<file path="src/rtl/vx_alu_commit_assembler.sv">
// rtl/vx_alu_commit_assembler.sv - reassembles partial-warp ALU commits into one full-warp commit
// Holds one warp; flags sequencing errors (sticky) and counts handed-off warps.
module vx_alu_commit_assembler #(
    parameter int NUM_THREADS = 4,
    parameter int NUM_LANES   = 2,
    parameter int XLEN        = 32,
    parameter int NW_WIDTH    = 2,
    parameter int UUID_WIDTH  = 1,
    parameter int PC_BITS     = 30,
    parameter int NR_BITS     = 6,
    parameter int PID_WIDTH   = ((NUM_THREADS / NUM_LANES) > 1) ? $clog2(NUM_THREADS / NUM_LANES) : 1
) (
    input  logic                        clk,
    input  logic                        reset,
    input  logic                        in_valid,
    output logic                        in_ready,
    input  logic [UUID_WIDTH-1:0]       in_uuid,
    input  logic [NW_WIDTH-1:0]         in_wid,
    input  logic [PC_BITS-1:0]          in_pc,
    input  logic [NR_BITS-1:0]          in_rd,
    input  logic                        in_wb,
    input  logic [NUM_LANES-1:0]        in_tmask,
    input  logic [NUM_LANES*XLEN-1:0]   in_data,
    input  logic [PID_WIDTH-1:0]        in_pid,
    input  logic                        in_sop,
    input  logic                        in_eop,
    output logic                        out_valid,
    input  logic                        out_ready,
    output logic [UUID_WIDTH-1:0]       out_uuid,
    output logic [NW_WIDTH-1:0]         out_wid,
    output logic [PC_BITS-1:0]          out_pc,
    output logic [NR_BITS-1:0]          out_rd,
    output logic                        out_wb,
    output logic [NUM_THREADS-1:0]      out_tmask,
    output logic [NUM_THREADS*XLEN-1:0] out_data,
    output logic                        err,
    output logic [31:0]                 commit_count
);
    localparam int NUM_PKTS = NUM_THREADS / NUM_LANES;

    typedef enum logic [1:0] {S_IDLE, S_ACCUM, S_FULL} state_t;

    state_t                      r_state;
    logic                        r_out_valid;
    logic [UUID_WIDTH-1:0]       r_uuid;
    logic [NW_WIDTH-1:0]         r_wid;
    logic [PC_BITS-1:0]          r_pc;
    logic [NR_BITS-1:0]          r_rd;
    logic                        r_wb;
    logic [NUM_THREADS-1:0]      r_tmask;
    logic [NUM_THREADS*XLEN-1:0] r_data;
    logic [NUM_PKTS-1:0]         r_seen;
    logic                        r_err;
    logic [31:0]                 r_count;

    logic                        w_fire;
    logic                        w_deq;
    logic [PID_WIDTH-1:0]        w_pidx;
    logic                        w_eop;
    logic                        w_match;
    logic                        w_start;
    logic                        w_cont;
    logic                        w_place;
    logic                        w_dup;
    logic                        w_err_set;
    logic [NUM_THREADS-1:0]      w_tmask_n;
    logic [NUM_THREADS*XLEN-1:0] w_data_n;
    logic [NUM_PKTS-1:0]         w_seen_n;

    assign in_ready = (r_state != S_FULL) || out_ready;
    assign w_fire   = in_valid && in_ready;
    assign w_deq    = r_out_valid && out_ready;

    // Full-width packets carry the whole warp: pid is meaningless and eop is implied.
    assign w_pidx   = (NUM_PKTS == 1) ? '0 : in_pid;
    assign w_eop    = (NUM_PKTS == 1) ? 1'b1 : in_eop;
    assign w_match  = (in_wid == r_wid) && (in_uuid == r_uuid);

    // A sop always (re)starts a warp; a FULL slot that accepts input is draining, so acts as IDLE.
    assign w_start  = w_fire && in_sop;
    assign w_cont   = w_fire && !in_sop && (r_state == S_ACCUM) && w_match;
    assign w_place  = w_start || w_cont;
    assign w_dup    = w_cont && r_seen[w_pidx];

    assign w_err_set = (w_fire && !in_sop && (r_state != S_ACCUM))
                     || (w_fire && in_sop && (r_state == S_ACCUM))
                     || (w_fire && !in_sop && (r_state == S_ACCUM) && !w_match)
                     || w_dup
                     || ((NUM_PKTS == 1) && w_fire && !in_eop);

    always_comb begin
        w_tmask_n = w_start ? '0 : r_tmask;
        w_data_n  = w_start ? '0 : r_data;
        w_seen_n  = (w_start ? '0 : r_seen) | (NUM_PKTS'(1) << w_pidx);
        for (int p = 0; p < NUM_PKTS; p++) begin
            if (PID_WIDTH'(p) == w_pidx) begin
                w_tmask_n[p*NUM_LANES +: NUM_LANES]      = in_tmask;
                w_data_n[p*NUM_LANES*XLEN +: NUM_LANES*XLEN] = in_data;
            end
        end
    end

    always_ff @(posedge clk) begin
        if (!reset) begin
            r_state     <= S_IDLE;
            r_out_valid <= 1'b0;
            r_uuid      <= '0;
            r_wid       <= '0;
            r_pc        <= '0;
            r_rd        <= '0;
            r_wb        <= 1'b0;
            r_tmask     <= '0;
            r_data      <= '0;
            r_seen      <= '0;
            r_err       <= 1'b0;
            r_count     <= '0;
        end else begin
            if (w_err_set) begin
                r_err <= 1'b1;
            end
            if (w_deq) begin
                r_count     <= r_count + 32'd1;
                r_out_valid <= 1'b0;
                r_state     <= S_IDLE;
            end
            if (w_start) begin
                r_uuid <= in_uuid;
                r_wid  <= in_wid;
                r_pc   <= in_pc;
                r_rd   <= in_rd;
                r_wb   <= in_wb;
            end
            if (w_place) begin
                r_tmask <= w_tmask_n;
                r_data  <= w_data_n;
                r_seen  <= w_seen_n;
                if (w_eop) begin
                    r_state     <= S_FULL;
                    r_out_valid <= 1'b1;
                end else if (w_start) begin
                    r_state <= S_ACCUM;
                end
            end
        end
    end

    assign out_valid    = r_out_valid;
    assign out_uuid     = r_uuid;
    assign out_wid      = r_wid;
    assign out_pc       = r_pc;
    assign out_rd       = r_rd;
    assign out_wb       = r_wb;
    assign out_tmask    = r_tmask;
    assign out_data     = r_data;
    assign err          = r_err;
    assign commit_count = r_count;
endmodule

</file>
<file path="config.mk">
export PLATFORM = sky130hd
export DESIGN_NAME = vx_alu_commit_assembler
export DESIGN_NICKNAME = d
export VERILOG_FILES = /design/src/rtl/vx_alu_commit_assembler.sv
export SDC_FILE = /design/constraint.sdc
export NUM_CORES = 1
export LEC_CHECK = 0
export CORE_MARGIN = 1.5
export CORE_UTILIZATION = 47
export DETAILED_ROUTE_END_ITERATION = 16
export PLACE_DENSITY = 0.79
export SYNTH_ARGS = -nofsm -noshare
export SYNTH_HDL_FRONTEND = slang
export SYNTH_SLANG_ARGS = --single-unit
</file>
<file path="constraint.sdc">
create_clock -name clk -period 2.5 [get_ports clk]
set_clock_uncertainty 0.1 [all_clocks]
set_input_delay 0.5 -clock clk [delete_from_list [all_inputs] [get_ports clk]]
set_output_delay 0.5 -clock clk [all_outputs]
set_load 0.1 [all_outputs]
</file>
# Word level (Yosys, flattened, before mapping)

Index checks and enable logic that the tools add are counted.

Input bits: 113
Register bits: 210
Word-level logic and storage cells: 61

Shift-type cells: 1
Mux-type cells: 16
Bitwise logic cells: 1
Add/subtract/negate cells: 1
Order comparisons: 1
Equality and inequality tests: 6
Reductions and logical operators: 21

Operators by type and width:

| kind                    | number |
|---|---|
| $mux W128               | 1 |
| $mux W64                | 2 |
| $add A32 B1 Y32 const B | 1 |
| $mux W2                 | 7 |
| $logic_and A1 B1 Y1     | 11 |
| $logic_or A1 B1 Y1      | 5 |
| $mux W1                 | 5 |
| $mux W4                 | 1 |
| $ne A2 B1 Y1 const B    | 2 |
| $reduce_and A2 Y1       | 2 |
| $eq A2 B1 Y1 const B    | 1 |
| $eq A2 B2 Y1            | 1 |
| $logic_not A1 Y1        | 2 |
| $lt A1 B2 Y1 const B    | 1 |
| $ne A2 B2 Y1 const B    | 1 |
| $or A2 B2 Y2            | 1 |
| $reduce_bool A2 Y1      | 1 |
| $shl A1 B1 Y2 const A   | 1 |
| $eq A1 B1 Y1            | 1 |

# Logic depth before layout (Yosys ltp)

Gate-level depths: netlist of run 1.

Depth after elaboration: 8
Mapped depth: 8

# Least setup slack after synthesis of run 1

OpenSTA, ideal clock, no wires.

Kind: input-to-reg
Start: input out_ready
End: register r_data[122] (netlist: out_data[122])
Arrival: 2,687 ps
Slack: -353 ps
Path buffers: 2
Required time: 2,334 ps
Cell stages on the path: 6
Path through: or3b_2 clkbuf_1 nand2_1 buf_2 or4b_2 nand3_1

Word-level cells in the longest chain between the ends: 7
Elaborated cells on any way between the ends: 9

RTL lines:

| element                                | line | text |
|---|---|---|
| start: declaration                     | 28   | `input logic out_ready,` |
| $logic_or A1 B1 Y1 (*)                 | 70   | `assign in_ready = (r_state != S_FULL) \|\| out_ready;` |
| net in_ready                           | 16   | `output logic in_ready,` |
| $logic_and A1 B1 Y1 (*)                | 71   | `assign w_fire = in_valid && in_ready;` |
| $logic_and A1 B1 Y1 (3 in series)      | 81   | `assign w_cont = w_fire && !in_sop && (r_state == S_ACCUM) && w_match;` |
| $logic_or A1 B1 Y1                     | 82   | `assign w_place = w_start \|\| w_cont;` |
| $reduce_and A2 Y1 (no source line) (*) | -    |  |
| end signal: assignment                 | 135  | `r_data <= w_data_n;` |
| end: declaration                       | 51   | `logic [NUM_THREADS*XLEN-1:0] r_data;` |

Mark *: on every way through the listed nets, which the timed path passes. The rest lies on a longest branch.
A chain may end at the register's enable or synchronous reset.

# Final worst setup path of run 1

Start: input out_ready
End: output in_ready

Word-level cells in the longest chain between the ends: 1

RTL lines:

| element            | line |
|---|---|
| $logic_or A1 B1 Y1 | 70 |
| end: declaration   | 16 |

No other way between the ends.

==> results of run 1 <==
==> area by class of cell <==
cell class,instances,area (um2)
tap,280,350
clock inverter,8,93.8
sequential,210,4230
clock buffer,34,667
timing repair buffer,369,3300
fill,1856,7580
inverter,6,26.3
multi-input combinational,937,5510
==> cell families after synthesis <==
group	after synthesis
XOR/XNOR	14
multiplexers	2
adder cells (fa/ha/maj)	1
buffers and inverters	177
AND/OR/NAND/NOR	701
AO/OA/AOI/OAI	219
flip-flops	210
==> cells in the final DEF, fill, tap and decap left out, types with 2 or more instances in the layout <==
| cell | instances |
|---|---|
| a21oi_1 | 59 |
| a32oi_1 | 2 |
| and3_1 | 116 |
| and4_1 | 6 |
| buf_12 | 20 |
| buf_4 | 238 |
| bufinv_16 | 2 |
| clkbuf_1 | 6 |
| clkbuf_16 | 23 |
| clkbuf_8 | 5 |
| clkdlybuf4s50_1 | 110 |
| clkinv_2 | 6 |
| dfxtp_1 | 193 |
| dfxtp_2 | 17 |
| inv_1 | 3 |
| nand2_1 | 104 |
| nand2b_1 | 2 |
| nand3_1 | 397 |
| nand4_1 | 12 |
| nor2_1 | 24 |
| o2111ai_1 | 132 |
| o21a_1 | 5 |
| o31ai_1 | 17 |
| or3b_1 | 2 |
| or4_1 | 18 |
| or4b_1 | 3 |
| or4b_2 | 8 |
| xor2_1 | 13 |
==> synthesized netlist by cell type (all sizes together) <==
master and number:
a211oi 1, a21oi 59, a32oi 2, and2 2
and2b 1, and3 116, and4 6, buf 42
clkbuf 129, dfxtp 210, ha 1, inv 6
mux2 1, mux2i 1, nand2 105, nand2b 2
nand3 397, nand4 12, nor2 24, nor3 1
nor4 1, o2111ai 132, o21a 5, o21ai 1
o311a 1, o31ai 17, o41ai 1, or2 1
or3b 3, or4 19, or4b 11, xnor2 1
xor2 13
==> registers in the layout, indices dropped and copies added (netlist names) <==
name,flops
out_wb,1
out_wid,2
out_tmask,4
out_rd,6
r_state,2
out_pc,30
r_seen,2
out_uuid,1
err,1
commit_count,32
out_data,128
out_valid,1
==> power by group <==
group	internal (mW)	total [mW]	switching [mW]	leakage, nW
combinational	0.538	2.05	1.52	3.98
sequential	3.48	3.58	0.0979	1.72
clock	2.05	3.44	1.39	0.379
total	6.07	9.08	3.01	6.07
==> routing by layer <==
metal | wire (um) | up-vias | global-route usage, % | share of wire, %
met2 | 15900 | 472 | 43.6 | 47
met5 | 17 | - | 0 | 0.051
met1 | 13800 | 5271 | 37.2 | 41
met3 | 3010 | 57 | 7.70 | 9.0
met4 | 854 | 2 | 7.72 | 2.5
li1 | - | 5441 | - | -
==> worst max-delay path by stage <==
| stage | to | slack, ns |
|---|---|---|
| floorplan | commit_count[29] | 0.009 |
| global placement | out_data[116] | -0.05 |
| detailed placement | out_data[117] | -0.08 |
| CTS | in_ready | 0.01 |
| global route | in_ready | 0.13 |
| finish | in_ready | 0.15 |
==> timing repair <==
item                                   in CTS  in global routing
buffers inserted                            0                  0
endpoints found under the hold margin       0                  0
setup endpoints to repair                   0                  1
gates resized for setup                     0                  1
hold buffers                                0                  0
==> impl_metrics.ini, run 1 <==
[placed_design]
place_area_mm2 = 0.0134
hpwl_um = 21200
placed_cells = 1802
gp_congestion = 0.869
dpl_worst_slack_ns = -0.0793
io_buffers = 319

[power]
p_leak_nw = 6.07
p_per_area_mw_per_mm2 = 640
total_power_mw = 9.08
ir_drop_mv = 0.448

[routing]
route.vias.total = 11200
drtIter0Drc = 894
drtAntennaViolNets = 0
post_drt_wl_per_cell_um = 18.2
drt_first_pass_iters = 5
vias_per_cell = 6.10
wirelength_um = 33600
drc = 0

[yosys]
synth_xor_area_share_pct = 1.18
synth.distinct_cells = 39
synth_seq_area_share_pct = 40.4
yosys_warnings = 0
ys_ff_latch = 210
synth_area_leaders = dfxtp_1 40%, nand3_1 19%, o2111ai_1 11%
synthAdderAreaFrac_pct = 0.120
synth_top_family_by_area = simple AND/OR/NAND/NOR gates
syn_inst = 1324
synth_top_area_share_pct = 40.4
syn_nets = 1438
muxShareOfSynthArea_pct = 0.204
yosysTopAreaCell = dfxtp_1
syn-cell-area_mm2 = 0.0104
syn_avg_cell_area_um2 = 7.86
synth_compound_area_share_pct = 16.2
synth-simple-area-share_pct = 35.1

[worst_setup_path]
slowest_stage = clkdlybuf4s50_1
worst_r2r_endpoint = commit_count[24]
r2r_setup_slack_ns = 0.43
path_depth = 4
path_cells = clkdlybuf4s50_1, or3b_4, buf_12, buf_12
critical_path_class = primary input to primary output
crit_start = out_ready
r2r_start = commit_count[14]
cp_max_fo = 5
worstPathBufferInverterCount = 3
crit_top_cell = buf_12
critPathTopFamily = buffers and inverters
startpoint_type = primary input
rr_worst_depth = 4
slowest_delay_ns = 0.47
cp-end-kind = primary output
cp.arrival_ns = 1.75
cp.required_ns = 1.90

[timing]
drv_slew = 0
slew_headroom_pct = 59.3
period_share_pct = 94.0
final.setup.tns_ns = 0
tightestPinTransition_ns = 0.611
rsz0062_at_grt = no
clock.fmax_mhz = 425
finalWorstSetupSlack_ns = 0.149
layout_min_cycle_time_ns = 2.35
setup_viol = 0
fin_hold_ws_ns = 0.319
hold_viol_final = 0

[clock_tree]
worstSkewPairLatency_ns = 0.51
cts-root-buf = clkbuf_16
clockBufferDepth = 3
cts_inserted_buffers = 23
cts_tree = yes
cts.clk_slew.worst_paths_ns = 0.06
clock-sinks = 210
cts-htree-levels = 1

[min_path]
hold_path_class = primary input to flop
whs_path_depth = 2
hold_end = commit_count[12]
min-delay-start = reset

[final_layout]
utilization_pct = 65.2
drive_gt1_share_pct = 21.1
fin_cells = 1844
syn2layout_area_growth_pct = 36.2
final_nets = 1661
fin_area_mm2 = 0.0142
diodes = 0

[die]
die_area_mm2 = 0.0231
initial_utilization_pct = 47.8
die_x_um = 152
ios = 320
die_h_um = 152
core_area_mm2 = 0.0218
rows = 54

[status]
status = finished clean

[flow_run]
max_cap_violations = 0

[global_routing]
grt_pass1_vias = 10000
grt_max_degree = 145
grt_overflow = 0
grt_usage_pct = 27.7
antenna_found_initial = 1
grt_pass1_wl_um = 54500
No activity file was read; power rests on OpenSTA's default activity.
==> inputs of run 2 (changes only) <==
--- a/config.mk
+++ b/config.mk
@@ -8,6 +8,7 @@
 export CORE_MARGIN = 1.5
 export CORE_UTILIZATION = 47
 export DETAILED_ROUTE_END_ITERATION = 16
+export MAX_ROUTING_LAYER = met4
 export PLACE_DENSITY = 0.79
 export SYNTH_ARGS = -nofsm -noshare
 export SYNTH_HDL_FRONTEND = slang
==> constraint.sdc (replaced) <==
create_clock -name clk -period 2.45 [get_ports clk]
set_clock_uncertainty 0.1 [all_clocks]
set_input_delay 0.49 -clock clk [delete_from_list [all_inputs] [get_ports clk]]
set_output_delay 0.49 -clock clk [all_outputs]
set_load 0.1 [all_outputs]
==> run 2 against run 1 <==
Net effect: non-clock buffer count is 7 higher; design area increased by 2.0%; count of clock-buffer cells in the layout is the same; die area did not move; largest cell class unchanged; sequential share of layout area is 0.53 points lower; utilization up 1.3 points; largest power group is now clock; critical path depth down 1; sequential cell count is the same; first-iteration DRC count grew 5.5%.
==> impl_metrics.ini, run 2 (same netlist as run 1, synthesis figures left out) <==
[status]
status = finished clean

[placed_design]
placed_cells = 1809
hpwl_um = 21700
io_buffers = 319
gp_congestion = 0.847

[global_routing]
grt_pass1_vias = 10300
antenna_found_initial = 2
grt_usage_pct = 29.1
grt_max_degree = 133
grt_overflow = 0
grt_pass1_wl_um = 55200

[final_layout]
fin_cells = 1855
final_common_cell = nand3_1
drive_gt1_share_pct = 22.2
syn2layout_area_growth_pct = 38.8
final_cell_mix = 397 x nand3_1, 240 x buf_4, 188 x dfxtp_1
final_nets = 1669
largest_register_ffs = 128
utilization_pct = 66.4

[worst_setup_path]
worst_r2r_endpoint = commit_count[21]
rr_worst_depth = 4
cp.arrival_ns = 1.78
startpoint_type = primary input
cp.required_ns = 1.86
r2r_start = commit_count[15]
r2r_setup_slack_ns = 0.47
critical_path_class = primary input to primary output
cp-end-kind = primary output
cp_max_fo = 5

[routing]
wirelength_um = 34100
route.top_layer_used = met4
met1_length_um = 14200
drtIter0Drc = 943
dr_wl_met3_um = 3260
route.vias.total = 11400
post_drt_wl_per_cell_um = 18.4
vias_per_cell = 6.13
drc = 0
route.met2.wl_um = 15600
drt_first_pass_iters = 5
drtAntennaViolNets = 0

[die]
die_x_um = 152
die_area_mm2 = 0.0231
core_area_mm2 = 0.0218
die_h_um = 152
rows = 54
ios = 320
initial_utilization_pct = 47.8

[power]
ir_drop_mv = 0.525
p_leak_nw = 6.20
p_per_area_mw_per_mm2 = 682

[clock_tree]
cts_inserted_buffers = 24
clock-sinks = 210
cts-htree-levels = 1
cts_tree = yes
cts-root-buf = clkbuf_16
post_cts_buffers = 0
cts.clk_slew.worst_paths_ns = 0.06
worstSkewPairLatency_ns = 0.52
holdBufCountCts = 0
clockBufferDepth = 3
ctsResizeCount = 0

[timing]
tightestPinTransition_ns = 0.972
clock.fmax_mhz = 423
layout_min_cycle_time_ns = 2.37
hold_viol_final = 0
period_share_pct = 96.5
rsz0062_at_grt = no
slew_headroom_pct = 35.2
setup_viol = 0
drv_slew = 0

[min_path]
min-delay-start = reset
hold_path_class = primary input to flop
hold_end = commit_count[12]
whs_path_depth = 2

[flow_run]
max_cap_violations = 0
[run 2: per-stage QoR]
stage          area, um2  worst slack, ns  hold slack [ns]  total power [mW]  TNS, ns
2_1_floorplan      10400          0.00202            0.348              5.18        0
3_3_place_gp       13500          -0.0879            0.342              5.83    -3.62
3_5_place_dp       13500           -0.140            0.347              5.84    -8.06
4_1_cts            14400           0.0808            0.214              9.92        0
5_1_grt            14500           0.0503            0.234              10.2        0
6_report           14500           0.0850            0.236              9.85        0
[run 2: final cells by class]
class / instances / area (um2)
inverters: 6 / 26.3
well taps: 280 / 350
fillers: 1834 / 7300
flip-flops and latches: 210 / 4230
clock buffers: 34 / 739
diodes: 2 / 5.00
repair buffers: 376 / 3420
multi-input cells: 937 / 5510
clock inverters: 10 / 175
[run 2: critical path, cell delays in order]
cell and delay (ns):
clkdlybuf4s50_1 0.44, or3b_2 0.62, buf_12 0.22
[run 2: worst max-delay path by stage]
stage	cells after the start	endpoint	slack, ns	startpoint
2_1_floorplan	5	commit_count[21]	0.002	commit_count[15]
3_3_place_gp	6	out_data[116]	-0.09	in_uuid
3_5_place_dp	6	out_data[118]	-0.14	in_uuid
4_1_cts	3	in_ready	0.08	out_ready
5_1_grt	3	in_ready	0.05	out_ready
6_report	3	in_ready	0.08	out_ready
[run 2: report_power, final]
| part | total [mW] | internal (mW) | leakage [nW] | switching, mW |
|---|---|---|---|---|
| logic | 2.12 | 0.567 | 4.03 | 1.56 |
| registers | 3.65 | 3.55 | 1.72 | 0.102 |
| clock network | 4.08 | 2.62 | 0.457 | 1.46 |
| total | 9.85 | 6.74 | 6.20 | 3.12 |
[run 2: layer usage]
metal | vias to the layer above | global-route usage, %
met5 | - | -
met4 | 0 | 10.1
met3 | 56 | 7.16
met2 | 465 | 43.2
met1 | 5370 | 38.4
li1 | 5475 | -
